$ cat config.mk
export PLATFORM = sky130hd
export DESIGN_NAME = axistream_unpack_flat
export DESIGN_NICKNAME = d
export VERILOG_FILES = /design/src/rtl/axistream_pkg.sv /design/src/rtl/axistream_unpack_if.sv /design/src/rtl/axistream_unpack_sel.sv /design/src/rtl/axistream_unpack.sv /design/src/flat_wrapper.sv
export SDC_FILE = /design/constraint.sdc
export NUM_CORES = 1
export LEC_CHECK = 0
export CAP_MARGIN = 40
export CORE_MARGIN = 8
export CORE_UTILIZATION = 44
export CTS_CLUSTER_DIAMETER = 150
export CTS_CLUSTER_SIZE = 25
export DETAILED_ROUTE_END_ITERATION = 7
export PLACE_DENSITY = 0.78
export SLEW_MARGIN = 15
export SYNTH_ARGS = -nofsm -noshare
export SYNTH_HDL_FRONTEND = slang
export SYNTH_SLANG_ARGS = --single-unit
$ cat constraint.sdc
create_clock -name clk -period 4.92 [get_ports clk]
set_input_delay 0.984 -clock clk [delete_from_list [all_inputs] [get_ports clk]]
set_output_delay 0.984 -clock clk [all_outputs]
set_load 0.02 [all_outputs]
$ cat src/rtl/axistream_pkg.sv
// Shared AXI-Stream pack/unpack definitions: endianness constants and index-width helper.
package axistream_pkg;

    localparam bit AXIS_LITTLE = 1'b0;
    localparam bit AXIS_BIG    = 1'b1;

    // Index width for n elements, never narrower than one bit.
    function automatic int unsigned idx_width(input int unsigned n);
        return (n <= 32'd2) ? 32'd1 : 32'($clog2(n));
    endfunction

endpackage

$ cat src/rtl/axistream_unpack_if.sv
// Wide-in / narrow-out stream bundle for axistream_unpack.
// src_tkeep exists only when AXISTREAM_UNPACK_TKEEP_EN is defined.
interface axistream_unpack_if #(
    parameter int unsigned DATA_WIDTH = 8,
    parameter int unsigned NUM_PACK   = 4
);
    logic                           src_tvalid;
    logic                           src_tready;
    logic [DATA_WIDTH*NUM_PACK-1:0] src_tdata;
    logic                           src_tlast;
`ifdef AXISTREAM_UNPACK_TKEEP_EN
    logic [NUM_PACK-1:0]            src_tkeep;
`endif
    logic                           dest_tvalid;
    logic                           dest_tready;
    logic [DATA_WIDTH-1:0]          dest_tdata;
    logic                           dest_tlast;

`ifdef AXISTREAM_UNPACK_TKEEP_EN
    modport slave (
        input  src_tvalid, src_tdata, src_tlast, src_tkeep, dest_tready,
        output src_tready, dest_tvalid, dest_tdata, dest_tlast
    );
    modport master (
        output src_tvalid, src_tdata, src_tlast, src_tkeep, dest_tready,
        input  src_tready, dest_tvalid, dest_tdata, dest_tlast
    );
`else
    modport slave (
        input  src_tvalid, src_tdata, src_tlast, dest_tready,
        output src_tready, dest_tvalid, dest_tdata, dest_tlast
    );
    modport master (
        output src_tvalid, src_tdata, src_tlast, dest_tready,
        input  src_tready, dest_tvalid, dest_tdata, dest_tlast
    );
`endif

endinterface

$ cat src/rtl/axistream_unpack_sel.sv
// Element mux plus priority encoders for the next kept element (idx is an emission-order position).
module axistream_unpack_sel
    import axistream_pkg::*;
#(
    parameter int unsigned DATA_WIDTH = 8,
    parameter int unsigned NUM_PACK   = 4,
    parameter bit          BIG_ENDIAN = AXIS_LITTLE,
    localparam int unsigned IW        = idx_width(NUM_PACK),
    localparam int unsigned WW        = DATA_WIDTH * NUM_PACK
) (
    input  logic [WW-1:0]         data,
    input  logic [NUM_PACK-1:0]   keep,
    input  logic [IW-1:0]         idx,
    input  logic [NUM_PACK-1:0]   keep_in,
    output logic [DATA_WIDTH-1:0] elem_c,
    output logic                  is_final_c,
    output logic [IW-1:0]         next_idx_c,
    output logic [IW-1:0]         first_idx_c,
    output logic                  any_in_c
);

    logic [NUM_PACK-1:0] keep_e;
    logic [NUM_PACK-1:0] keep_in_e;
    int unsigned         phys;

    always_comb begin
        keep_e      = '0;
        keep_in_e   = '0;
        is_final_c  = 1'b1;
        next_idx_c  = '0;
        first_idx_c = '0;
        any_in_c    = 1'b0;

        // Reorder keep masks so bit p is the p-th element in emission order.
        for (int p = 0; p < int'(NUM_PACK); p++) begin
            keep_e[p]    = BIG_ENDIAN ? keep[int'(NUM_PACK) - 1 - p]    : keep[p];
            keep_in_e[p] = BIG_ENDIAN ? keep_in[int'(NUM_PACK) - 1 - p] : keep_in[p];
        end

        phys   = BIG_ENDIAN ? (NUM_PACK - 32'd1 - 32'(idx)) : 32'(idx);
        elem_c = data[phys*DATA_WIDTH +: DATA_WIDTH];

        // Descending scan so the lowest qualifying position wins.
        for (int p = int'(NUM_PACK) - 1; p >= 0; p--) begin
            if (keep_e[p] && (p > int'(idx))) begin
                is_final_c = 1'b0;
                next_idx_c = IW'(p);
            end
            if (keep_in_e[p]) begin
                any_in_c    = 1'b1;
                first_idx_c = IW'(p);
            end
        end
    end

endmodule

$ cat src/rtl/axistream_unpack.sv
// Splits each wide stream word into NUM_PACK narrow elements, one per beat, with zero-bubble reload.
// Optional AXISTREAM_UNPACK_TKEEP_EN adds src_tkeep element skipping and null_last_err.
module axistream_unpack
    import axistream_pkg::*;
#(
    parameter int unsigned DATA_WIDTH = 8,
    parameter int unsigned NUM_PACK   = 4,
    parameter bit          BIG_ENDIAN = AXIS_LITTLE
) (
    input  logic               clk,
    input  logic               rst,
    axistream_unpack_if.slave  bus
`ifdef AXISTREAM_UNPACK_TKEEP_EN
    ,
    output logic               null_last_err
`endif
);

    localparam int unsigned IW = idx_width(NUM_PACK);
    localparam int unsigned WW = DATA_WIDTH * NUM_PACK;

    logic [WW-1:0]         data_buf;
    logic                  last_buf;
    logic [NUM_PACK-1:0]   keep_buf;
    logic [NUM_PACK-1:0]   keep_in;
    logic [IW-1:0]         idx;
    logic [IW-1:0]         idx_d;
    logic                  full;
    logic                  full_d;
    logic                  err_q;
    logic                  err_d;

    logic [DATA_WIDTH-1:0] elem;
    logic                  is_final;
    logic [IW-1:0]         next_idx;
    logic [IW-1:0]         first_idx;
    logic                  any_in;
    logic                  src_hs;
    logic                  dest_hs;

`ifdef AXISTREAM_UNPACK_TKEEP_EN
    assign keep_in       = bus.src_tkeep;
    assign null_last_err = err_q && !rst;

    always_ff @(posedge clk) begin
        if (src_hs) begin
            keep_buf <= keep_in;
        end
    end
`else
    assign keep_in  = '1;
    assign keep_buf = '1;
`endif

    axistream_unpack_sel #(
        .DATA_WIDTH (DATA_WIDTH),
        .NUM_PACK   (NUM_PACK),
        .BIG_ENDIAN (BIG_ENDIAN)
    ) u_sel (
        .data        (data_buf),
        .keep        (keep_buf),
        .idx         (idx),
        .keep_in     (keep_in),
        .elem_c      (elem),
        .is_final_c  (is_final),
        .next_idx_c  (next_idx),
        .first_idx_c (first_idx),
        .any_in_c    (any_in)
    );

    assign bus.src_tready  = !rst && (!full || (bus.dest_tready && is_final));
    assign bus.dest_tvalid = full && !rst;
    assign bus.dest_tdata  = elem;
    assign bus.dest_tlast  = !rst && full && last_buf && is_final;

    assign src_hs  = bus.src_tvalid && bus.src_tready;
    assign dest_hs = bus.dest_tvalid && bus.dest_tready;

    // A source handshake while full can only coincide with the final element leaving.
    always_comb begin
        full_d = full;
        idx_d  = idx;
        err_d  = 1'b0;
        if (src_hs) begin
            full_d = any_in;
            idx_d  = first_idx;
            err_d  = !any_in && bus.src_tlast;
        end else if (dest_hs) begin
            if (is_final) begin
                full_d = 1'b0;
                idx_d  = '0;
            end else begin
                idx_d  = next_idx;
            end
        end
    end

    always_ff @(posedge clk) begin
        if (rst) begin
            full  <= 1'b0;
            idx   <= '0;
            err_q <= 1'b0;
        end else begin
            full  <= full_d;
            idx   <= idx_d;
            err_q <= err_d;
        end
    end

    always_ff @(posedge clk) begin
        if (src_hs) begin
            data_buf <= bus.src_tdata;
            last_buf <= bus.src_tlast;
        end
    end

endmodule

$ cat src/flat_wrapper.sv
// flat-port wrapper written by rule: the top's interface ports become plain ports
module axistream_unpack_flat import axistream_pkg::*;
#(
    parameter int unsigned DATA_WIDTH = 8,
    parameter int unsigned NUM_PACK   = 4,
    parameter bit          BIG_ENDIAN = AXIS_LITTLE
)
  (clk, rst, bus_src_tvalid, bus_src_tdata, bus_src_tlast, bus_dest_tready, bus_src_tready, bus_dest_tvalid, bus_dest_tdata, bus_dest_tlast);
  axistream_unpack_if #(.DATA_WIDTH(DATA_WIDTH), .NUM_PACK(NUM_PACK)) bus_i ();
  input  logic clk;
  input  logic rst;
  input wire logic [$bits(bus_i.src_tvalid)-1:0] bus_src_tvalid;
  input wire logic [$bits(bus_i.src_tdata)-1:0] bus_src_tdata;
  input wire logic [$bits(bus_i.src_tlast)-1:0] bus_src_tlast;
  input wire logic [$bits(bus_i.dest_tready)-1:0] bus_dest_tready;
  output wire logic [$bits(bus_i.src_tready)-1:0] bus_src_tready;
  output wire logic [$bits(bus_i.dest_tvalid)-1:0] bus_dest_tvalid;
  output wire logic [$bits(bus_i.dest_tdata)-1:0] bus_dest_tdata;
  output wire logic [$bits(bus_i.dest_tlast)-1:0] bus_dest_tlast;
  assign bus_i.src_tvalid = bus_src_tvalid;
  assign bus_i.src_tdata = bus_src_tdata;
  assign bus_i.src_tlast = bus_src_tlast;
  assign bus_i.dest_tready = bus_dest_tready;
  assign bus_src_tready = bus_i.src_tready;
  assign bus_dest_tvalid = bus_i.dest_tvalid;
  assign bus_dest_tdata = bus_i.dest_tdata;
  assign bus_dest_tlast = bus_i.dest_tlast;
  axistream_unpack #(.DATA_WIDTH(DATA_WIDTH), .NUM_PACK(NUM_PACK), .BIG_ENDIAN(BIG_ENDIAN)) u_core (.clk(clk), .rst(rst), .bus(bus_i));
endmodule
### Word-level counts from Yosys, hierarchy flattened

Index checks and enable logic that the tools add are counted.

| cells by class | value |
|---|---|
| muxes and demuxes | 10 |
| add/sub/neg operators | 0 |
| equal/unequal tests | 0 |
| bitwise gates (word level) | 0 |
| multipliers | 0 |
| shifts and indexed selects | 1 |
| divide/modulo/power cells | 0 |
| magnitude comparators | 3 |
| reduce and logical (&&, ||, !) cells | 14 |

Operator list:

| kind | number |
|---|---|
| $shiftx 32x6->8 | 1 |
| $mux 2 | 4 |
| $logic_and 1x1->1 | 7 |
| $mux 1 | 6 |
| $gt 2x2->1 const A | 2 |
| $reduce_bool 2->1 | 2 |
| $gt 1x2->1 const A | 1 |
| $logic_not 1->1 | 2 |
| $reduce_and 2->1 | 1 |
| $reduce_or 2->1 | 1 |
| $logic_or 1x1->1 | 1 |

| word-level totals | value |
|---|---|
| memories kept | 0 |
| output and inout bits | 11 |
| bits in read-only memories | 0 |
| word-level logic and storage cells | 32 |
| RAM bits | 0 |
| input port bits | 37 |
| bits in latches | 0 |
| flip-flop bits (word level) | 36 |

### Logic depth before layout (Yosys ltp)

| logic depth | value |
|---|---|
| depth after elaboration | 10 |
| mapped depth | 6 |
| mapped depth without buffers | 5 |

### Hierarchy

A second synthesis with hierarchy kept.

| second synthesis, totals | value |
|---|---|
| cells, all modules | 82 |
| area total of the unflattened synthesis | 1461.4 um2 |

Modules (own cells, without submodules):

| module | area each (um2) | cells each | sequential area each (um2) | times used |
|---|---|---|---|---|
| axistream_unpack | 1174.9 | 55 | 1051.0 | 1 |
| axistream_unpack_sel | 286.5 | 27 | 0.0 | 1 |

### Worst setup path after synthesis

No wires, ideal clock.

| timing | value |
|---|---|
| kind | input port to flip-flop |
| from | in rst |
| to | reg u_core.data_buf[0], enable pin |
| required time | 4455 ps |
| cell stages on the path | 1 |
| buffers on the path | 0 |
| arrival time | 3332 ps |
| library setup time | 465 ps |
| setup slack | 1123 ps |
| cells stage by stage | nor3_1 |

| between the ends | value |
|---|---|
| longest elaborated chain between the ends | 3 |

Ends and longest elaborated chain:

| element | RTL line | text |
|---|---|---|
| from (decl) | flat_wrapper.sv:11 | `input logic rst;` |
| $logic_not 1->1 | axistream_unpack.sv:71 | `assign bus.src_tready = !rst && (!full \|\| (bus.dest_tready && is_final));` |
| $logic_and 1x1->1 | axistream_unpack.sv:71 |  |
| $logic_and 1x1->1 | axistream_unpack.sv:76 | `assign src_hs = bus.src_tvalid && bus.src_tready;` |
| to (signal assigned) | axistream_unpack.sv:112 | `data_buf <= bus.src_tdata;` |
| to (decl) | axistream_unpack.sv:22 | `logic [WW-1:0] data_buf;` |

No other way between the ends.
A chain may end at the register's enable or synchronous reset.

### Final worst setup path

| timing | value |
|---|---|
| from | in rst |
| to | out bus_dest_tlast |

| between the ends | value |
|---|---|
| longest elaborated chain between the ends | 4 |

Ends and longest elaborated chain:

| element | RTL line | text |
|---|---|---|
| $logic_not 1->1 | axistream_unpack.sv:74 | `assign bus.dest_tlast = !rst && full && last_buf && is_final;` |
| $logic_and 1x1->1 (3 in a row) | axistream_unpack.sv:74 |  |
| to (decl) | flat_wrapper.sv:19 | `output wire logic [$bits(bus_i.dest_tlast)-1:0] bus_dest_tlast;` |

No other way between the ends.

==> summary.md <==
| Metric | Value |
|---|---|
| Outcome | finished clean |
| Routed via count divided by cell count | 4.83 |
| Required time worst endpoint | 3940 ps |
| Crit Path Class | in -> out |
| Startpoint of the tightest hold check path | u_core.full |
| Hold Path Depth | 3 |
| Number of storage elements in the synthesis netlist | 36 |
| Die Ht | 72.4 um |
| Die area | 5250 um2 |
| Worst setup slack before clock tree synthesis | 1400 ps |
| Clk_lat worst skew | 330 ps |
| Combined global-route utilization of all metal layers | 0.120 |
| DP HPWL | 2180 um |
| Endpoint class of the critical path | output port |
| Crit path max-delay cell type | sky130_fd_sc_hd__clkdlybuf4s50_1 |
| Hold bufs inserted after CTS | 0 |
| Final net count | 161 |
| Area Overhead vs Synth | 40.8% |
| Startpoint Class | input pin |
| Count of unique library cells instantiated by Yosys | 18 |
| Count of buffers inserted at the top-level ports | 47 |
| Wire length on met2 | 1510 um |
| Most common cell in the netlist | sky130_fd_sc_hd__edfxtp_1 |
| Synth cell count leaders | sky130_fd_sc_hd__edfxtp_1 (33), sky130_fd_sc_hd__mux4_2 (8), sky130_fd_sc_hd__nor2_1 (4) |
| Layout Skew | 6.11 ps |
| Crit path buf inv count | 2 |
| Post-synth EDFFs | 33 |
| Initial antenna violation count | 0 |
| Setup repair after global routing missed its margin | false |
| Resized cells post-CTS | 0 |
| CTS root buffer | sky130_fd_sc_hd__clkbuf_4 |
| Post-synth design cell area | 1400 um2 |
| Clock tree from TritonCTS | built |
| Peak VDD IR | 0.172 mV |
| Congestion Overflow GR | 0 |
| Post-route ant nets | 0 |
| Number of top-level pins | 48 |
| Final Core Density | 0.646 |
| R2R cell count | 4 |
| Final setup violation count | 0 |
| Total nets after synthesis | 108 |
| Maximum count of clock buffers along a single path | 2 |
| Worst hold-check path type | reg -> reg |
| Cell mode on critical path | sky130_fd_sc_hd__clkdlybuf4s50_1 |
| Final worst-path cycle share | 0.713 |
| WL/cell | 16.8 um |
| Synth top area share | 0.707 |
| TritonCTS sink count | 36 |
| Async set or reset register ratio after synthesis | 0 |
| Number of standard cells in the layout, taps in and fillers out | 165 |
| Number of cells after detailed placement | 158 |
| Critical path's top delay family | buffers and inverters |
| Cell type with the largest total area after synthesis | sky130_fd_sc_hd__edfxtp_1 |
| Synth Area per Inst | 20.6 um2 |
| Fraction of layout cells with a size suffix above 1 | 0.149 |
| Delay of the slowest critical-path stage | 600 ps |
| Routed Wire Length | 2770 um |
| Core area | 3050 um2 |
| Row cnt | 20 |
| Starting Density | 0.459 |
| Source of the worst register-to-register timing path | u_core.idx[0] |
| Routed via count | 797 |
| DRC Markers | 0 |
| Power per Cell Area | 280 nW/um2 |
| Cell-by-cell trace of the critical path | clkdlybuf4s50_1 -> and2b_1 -> and3_1 -> clkdlybuf4s50_1 |
| TritonRoute pass-1 iters | 6 |
| Final-layout setup total negative slack | 0 ps |
| Worst slew slack as a fraction of its limit | 0.477 |
| Starting DRC count in detailed routing | 18 |
| Final setup margin | 1410 ps |
| Number of endpoints with negative hold slack in the final report | 0 |
| Overall power after layout | 0.552 mW |
| Sum of met3 wire segment lengths after detailed routing | 237 um |
| Global placer's final weighted congestion | 0.705 |
| Largest fanout on the critical path | 6 |
| M1 WL | 987 um |
| Worst R2R End | u_core.data_buf[24] |
| Top metal layer carrying routed signals | met4 |
| Most area-consuming cells after synthesis | sky130_fd_sc_hd__edfxtp_1 (71%), sky130_fd_sc_hd__mux4_2 (13%), sky130_fd_sc_hd__dfxtp_1 (4.3%), sky130_fd_sc_hd__ha_1 (2.7%), sky130_fd_sc_hd__nand3b_4 (1.4%) |
| Global-route wire length before repair | 4620 um |
| Final slew viol count | 0 |
| Max Cap Viol | 0 |
| Standby leakage power | 0.675 nW |
| Antenna diode count | 0 |
| Via count of the first global-routing pass | 936 |
| CTS Buf Count | 5 |
| Die width | 72.4 um |
| Number of levels in the clock H-tree | 2 |
| Proportion of synthesized chip area in sequential cells | 0.750 |
| Dominant synthesized flop cell | sky130_fd_sc_hd__edfxtp_1 |
| Data arrival at the endpoint of the critical path | 2520 ps |
| Number of cells produced by synthesis | 68 |
| Number of buffers inserted to repair setup after CTS | 0 |
| Clock input transition at the sequential cells of the worst setup and hold paths | 90 ps |
| Worst setup slack for register-to-register paths | 2420 ps |
| Count of warnings emitted by yosys | 0 |
| Peak clock frequency supported by timing | 0.285 GHz |
| Slew of the pin with the lowest slew margin | 780 ps |
| Maximum number of pins on one net before global-route repair | 25 |
| Post-layout minimum cycle time | 3510 ps |
| Hold EP | u_core.idx[0] |
[worst max path at each step]
| stage | startpoint | depth (start not counted) | to | slack [ps] |
|---|---|---|---|---|
| after floorplan | rst | 1 | u_core.data_buf[0] | 1120 |
| after detailed placement | rst | 4 | bus_dest_tlast | 1400 |
| final | rst | 4 | bus_dest_tlast | 1410 |
| after global placement | rst | 4 | bus_dest_tlast | 1430 |
| after CTS | rst | 4 | bus_dest_tlast | 1400 |
| after global routing | rst | 4 | bus_dest_tlast | 1340 |
[worst register-to-register path: stages (launching register included)]
cell	delay, ps
sky130_fd_sc_hd__dfxtp_1	740
sky130_fd_sc_hd__ha_1	300
sky130_fd_sc_hd__a21boi_2	100
sky130_fd_sc_hd__nor3_2	610
sky130_fd_sc_hd__buf_4	440
[layer usage]
| metal | vias to the layer above | track usage |
|---|---|---|
| met1 | 391 | 0.115 |
| met5 | - | 0 |
| met2 | 29 | 0.207 |
| met4 | 0 | 0.0400 |
| li1 | 372 | - |
| met3 | 5 | 0.0716 |
[where the power goes]
part	leakage [nW]	total [mW]	switching [mW]	internal, mW
Sequential	0.330	0.351	0.00434	0.347
Clock	0.0281	0.139	0.0863	0.0526
Combinational	0.317	0.0615	0.0213	0.0401
[cells by family (layout without fill, tap and decap cells)]
group	count (synthesis)	count (layout)	share of synthesized area
flops	36	36	0.750
simple gates	12	12	0.0518
mux	8	8	0.129
buf+inv	5	58	0.0170
compound gates	4	4	0.0259
fa+ha+maj	3	3	0.0268
[cell usage in the layout (no fill, tap or decap), types with 2 or more instances in the layout]
cell,instances
sky130_fd_sc_hd__clkdlybuf4s50_1,47
sky130_fd_sc_hd__edfxtp_1,33
sky130_fd_sc_hd__mux4_2,8
sky130_fd_sc_hd__clkbuf_4,5
sky130_fd_sc_hd__nor2_1,4
sky130_fd_sc_hd__inv_1,3
sky130_fd_sc_hd__ha_1,3
sky130_fd_sc_hd__dfxtp_1,3
sky130_fd_sc_hd__nand2_1,2
sky130_fd_sc_hd__a21boi_1,2
[cell type report]
type | count | area [um2]
sequential | 36 | 1050
fill | 233 | 1080
multi-input combinational | 27 | 332
inverter | 3 | 11.3
clock inverter | 1 | 5.00
clock buffer | 6 | 41.3
tap | 44 | 55.1
timing repair buffer | 48 | 478
[registers in the layout (all words and copies together) (netlist names)]
signal	flops
u_core.data_buf	32
u_core.full	1
u_core.last_buf	1
u_core.idx	2
[through the flow]
| stage | hold slack [ps] | instance area [um2] |
|---|---|---|
| after floorplan | 571 | 1400 |
| after global placement | 599 | 1930 |
| after detailed placement | 612 | 1930 |
| after CTS | 641 | 1970 |
| after global routing | 669 | 1970 |
| final | 628 | 1970 |
Power figures use the tool's default switching activity.
